--- src/rtl/shift_seq_ctrl.sv ---
// Sequencer that turns one multi-bit logical shift request into a series of
// single-bit operations on an external registered shift unit.
module shift_seq_ctrl #(
    parameter int DATA_WIDTH = 16,
    parameter int AMT_WIDTH  = 4
) (
    input  logic                  CLK,
    input  logic                  RST,
    input  logic                  REQ_VALID,
    output logic                  REQ_READY,
    input  logic [DATA_WIDTH-1:0] REQ_DATA,
    input  logic                  REQ_DIR,
    input  logic [AMT_WIDTH-1:0]  REQ_AMT,
    output logic                  RSP_VALID,
    input  logic                  RSP_READY,
    output logic [DATA_WIDTH-1:0] RSP_DATA,
    output logic                  RSP_ERR,
    output logic [DATA_WIDTH-1:0] SU_A,
    output logic [DATA_WIDTH-1:0] SU_B,
    output logic [1:0]            SU_FUNC,
    output logic                  SU_EN,
    input  logic [DATA_WIDTH-1:0] SU_OUT,
    input  logic                  SU_FLAG
);

    typedef enum logic [1:0] {
        S_IDLE  = 2'd0,
        S_ISSUE = 2'd1,
        S_WAIT  = 2'd2,
        S_DONE  = 2'd3
    } state_t;

    state_t                r_state;
    state_t                w_state_nxt;
    logic [DATA_WIDTH-1:0] r_work;
    logic [DATA_WIDTH-1:0] w_work_nxt;
    logic [AMT_WIDTH-1:0]  r_cnt;
    logic [AMT_WIDTH-1:0]  w_cnt_nxt;
    logic                  r_dir;
    logic                  w_dir_nxt;
    logic                  r_err;
    logic                  w_err_nxt;
    logic                  w_cnt_last;

    // A count of one (or the unreachable zero) means this acknowledge is the final step.
    assign w_cnt_last = (r_cnt <= AMT_WIDTH'(1));

    // State and datapath registers.
    always_ff @(posedge CLK or posedge RST) begin
        if (RST) begin
            r_state <= S_IDLE;
            r_work  <= {DATA_WIDTH{1'b0}};
            r_cnt   <= {AMT_WIDTH{1'b0}};
            r_dir   <= 1'b0;
            r_err   <= 1'b0;
        end else begin
            r_state <= w_state_nxt;
            r_work  <= w_work_nxt;
            r_cnt   <= w_cnt_nxt;
            r_dir   <= w_dir_nxt;
            r_err   <= w_err_nxt;
        end
    end

    // Next-state and register-update logic.
    always_comb begin
        w_state_nxt = r_state;
        w_work_nxt  = r_work;
        w_cnt_nxt   = r_cnt;
        w_dir_nxt   = r_dir;
        w_err_nxt   = r_err;
        case (r_state)
            S_IDLE: begin
                if (REQ_VALID) begin
                    w_work_nxt  = REQ_DATA;
                    w_cnt_nxt   = REQ_AMT;
                    w_dir_nxt   = REQ_DIR;
                    w_err_nxt   = 1'b0;
                    w_state_nxt = (REQ_AMT == {AMT_WIDTH{1'b0}}) ? S_DONE : S_ISSUE;
                end else begin
                    w_state_nxt = S_IDLE;
                end
            end
            S_ISSUE: begin
                w_state_nxt = S_WAIT;
            end
            S_WAIT: begin
                if (SU_FLAG) begin
                    w_work_nxt  = SU_OUT;
                    // Saturating decrement keeps the counter from wrapping.
                    if (r_cnt != {AMT_WIDTH{1'b0}}) begin
                        w_cnt_nxt = r_cnt - AMT_WIDTH'(1);
                    end else begin
                        w_cnt_nxt = r_cnt;
                    end
                    w_state_nxt = w_cnt_last ? S_DONE : S_ISSUE;
                end else begin
                    w_err_nxt   = 1'b1;
                    w_state_nxt = S_DONE;
                end
            end
            S_DONE: begin
                if (RSP_READY) begin
                    w_state_nxt = S_IDLE;
                end else begin
                    w_state_nxt = S_DONE;
                end
            end
            default: begin
                w_state_nxt = S_IDLE;
            end
        endcase
    end

    // Moore output decode from state and registers only.
    always_comb begin
        REQ_READY = 1'b0;
        RSP_VALID = 1'b0;
        RSP_DATA  = {DATA_WIDTH{1'b0}};
        RSP_ERR   = 1'b0;
        SU_EN     = 1'b0;
        SU_A      = {DATA_WIDTH{1'b0}};
        SU_FUNC   = 2'b00;
        case (r_state)
            S_IDLE: begin
                REQ_READY = 1'b1;
            end
            S_ISSUE: begin
                SU_EN   = 1'b1;
                SU_A    = r_work;
                SU_FUNC = r_dir ? 2'b01 : 2'b00;
            end
            S_WAIT: begin
                SU_EN = 1'b0;
            end
            S_DONE: begin
                RSP_VALID = 1'b1;
                RSP_DATA  = r_work;
                RSP_ERR   = r_err;
            end
            default: begin
                REQ_READY = 1'b0;
            end
        endcase
    end

    assign SU_B = {DATA_WIDTH{1'b0}};

endmodule

--- config.mk ---
export PLATFORM = sky130hd
export DESIGN_NAME = shift_seq_ctrl
export DESIGN_NICKNAME = d
export VERILOG_FILES = /design/src/rtl/shift_seq_ctrl.sv
export SDC_FILE = /design/constraint.sdc
export NUM_CORES = 1
export LEC_CHECK = 0
export CAP_MARGIN = 20
export CORE_MARGIN = 1.5
export CORE_UTILIZATION = 30
export DETAILED_ROUTE_END_ITERATION = 6
export PLACE_DENSITY = 0.66
export RECOVER_POWER = 50
export SYNTH_ARGS = -nofsm -noshare
export SYNTH_HDL_FRONTEND = slang
export SYNTH_SLANG_ARGS = --single-unit
--- constraint.sdc ---
create_clock -name CLK -period 2 [get_ports CLK]
set_input_delay 0.3 -clock CLK [delete_from_list [all_inputs] [get_ports CLK]]
set_output_delay 0.3 -clock CLK [all_outputs]
set_load 0.1 [all_outputs]
==> impl_metrics.toml <==
[sta]
period_share = 0.9497
hold_viol = 0
final_max_slew_viol_count = 0
report.final.setup_viol = 0
rsz0062_at_grt = "false"
fmax_mhz = 526.5
period_needed_ns = 1.899
skew_ns = 0.006469
fin_tns_setup_ns = 0

[route]
viasPerCell = 4.615
num_vias = 1449
drtIter0Drc = 52
antenna_left = 0
finalWirelength_mm = 4.553
drc = 0
first_pass_iters = 4
wl_per_cell_um = 14.50

[floorplan]
num_rows = 26
core_um2 = 5205
die-area_um2 = 5985
die_w_um = 77.37
die_h_um = 77.37
start_util = 0.3187
pin_count = 96

[clock_network]
clock_path_buffers = 2
cts_sinks = 24
clk_pin_slew_ns = 0.09
clkLatencyLatePin_ns = 0.27
htree_levels = 1
cts_tree = "built"
numCtsBuffers = 3
root_buffer = "clkbuf_8"

[finish]
fill_cells = 453
final_layout_size_suffix_gt1_frac = 0.4221
diodes = 0
syn_to_final_growth_pct = 75.34
register_area_um2 = 601.8
multi_input_area_um2 = 930.9
layout.nets = 289
final_cell_mix = "40 x clkdlybuf4s50_1, 36 x buf_12, 33 x mux2_2, 23 x dfrtp_1, 17 x conb_1"
mostFrequentLayoutCell = "clkdlybuf4s50_1"

[placed_design]
place_hpwl_mm = 3.599
place.gp.congestion = 0.8465
place.port_buffers = 78

[global_route]
groute.usage.overall = 0.1569
met1_usage = 0.1919
grt_overflow_total = 0
grt_start_max_net_pins = 26
grt_pass1_wl_mm = 7.431
first_global_vias = 1441
grt.met2_usage = 0.2640
use_met3 = 0.05412
antenna_found_initial = 0
top_usage_layer = "met2"

[outcome]
status = "complete, no violations"

[setup_path]
critical_path_required_ns = 1.70
critPathBufInv = 2
start_kind = "flop"
critPathTopFamily = "flip-flops"
cp_slowest_stage_delay_ns = 0.50
worst-path-max-fanout = 10
cp_data_arrival_time_ns = 1.60
crit_chain = "nor2b_1 > buf_4 > and2_1 > buf_12"
crit_path_end_kind = "primary output"
critPathKind = "flop to primary output"
slowest_stage = "dfrtp_1"

[synth]
syn_area_per_cell_um2 = 10.24
synth.area.top_cells = "dfrtp_1 36%, mux2_2 22%, buf_4 7.7%, and2_1 6.8%, and3_1 6.4%"
netlist_area_um2 = 1659
yosys.area.top_type_share = 0.3620
synth_cell_type_count = 33
seq_area_frac_synth = 0.3620
syn_inst = 162
ys_ff_latch = 24
synth_area_leader_cell = "dfrtp_1"
yosys_warnings = 0

[worst_hold_path]
hold_class = "input pin to async pin"

[flow_run]
maxCapViolations = 0
==> final timing paths <==
path                       cells past startpoint    endpoint  slack (ns)        from
min                                            3   r_work[2]        0.50         RST
max in group asynchronous                      3  r_state[0]        1.23         RST
max                                            4     SU_A[3]        0.10  r_state[1]
min reg2reg                                    1       r_dir        0.51       r_dir
min in group CLK                               1       r_dir        0.51       r_dir
max reg2reg                                    4  r_work[11]        0.25  r_state[1]
==> tightest hold or removal path: cells and delay by family <==
family	cells	cell delay [ns]
buffers and inverters	3	0.88
==> per-stage QoR <==
stage / instances / util / setup slack, ns / instance area (µm²) / hold slack, ns
after floorplan: 178 / - / -0.05396 / 1745 / 0.3146
after global routing: 314 / 0.5589 / 0.01925 / 2909 / 0.5370
final: 314 / 0.5589 / 0.1005 / 2909 / 0.4992
after detailed placement: 310 / 0.5575 / 0.1632 / 2902 / 0.4867
after global placement: 310 / 0.5575 / 0.2075 / 2902 / 0.4785
after CTS: 314 / 0.5680 / 0.03212 / 2957 / 0.3805
==> cells in the mapped netlist, drive strengths merged <==
cell,n
mux2,33
dfrtp,24
buf,21
and2,18
and3,17
clkbuf,6
inv,5
nor2,4
nand2,3
o22ai,3
a21oi,2
ha,2
mux2i,2
nor2b,2
nor3b,2
nor4bb,2
o21ai,2
or3,2
a2111oi,1
a211oi,1
a2bb2oi,1
conb,1
nand2b,1
nand3,1
nor4,1
o2111ai,1
o211ai,1
o2bb2ai,1
o31ai,1
or3b,1
==> registers in the layout, indices dropped and copies added (netlist names) <==
name	cells
r_work	16
r_err	1
r_state	2
r_dir	1
r_cnt	4
==> cell type report <==
class	instances	share of cell area
timing repair buffer	89	0.4176
multi-input combinational	122	0.3200
sequential	24	0.2069
tap	70	0.03011
clock buffer	4	0.01892
inverter	5	0.006452
==> per-layer routing <==
metal / up-vias / part of all wire
li1: 695 / -
met1: 683 / 0.41
met2: 66 / 0.49
met3: 5 / 0.089
met4: 0 / 0.0094
met5: - / 0
==> cells by family (layout without fill, tap and decap cells) <==
logic type / Yosys count / after routing / synth area share
flops: 24 / 24 / 0.3620
compound gates: 14 / 14 / 0.05808
other cells: 1 / 17 / 0.002260
mux: 35 / 35 / 0.2361
simple gates: 54 / 54 / 0.2014
fa+ha+maj: 2 / 2 / 0.01508
buf+inv: 32 / 98 / 0.1252
==> what timing repair did <==
| action | CTS | global route |
|---|---|---|
| setup buffers | 0 | 0 |
| hold buffers | 0 | 0 |
| resized for setup | 0 | 1 |
| endpoints found under the setup margin | 0 | 16 |
Power is left out: the tool's default activity adds up to more than one toggle a clock period on the data nets, which glitch-free logic cannot reach.
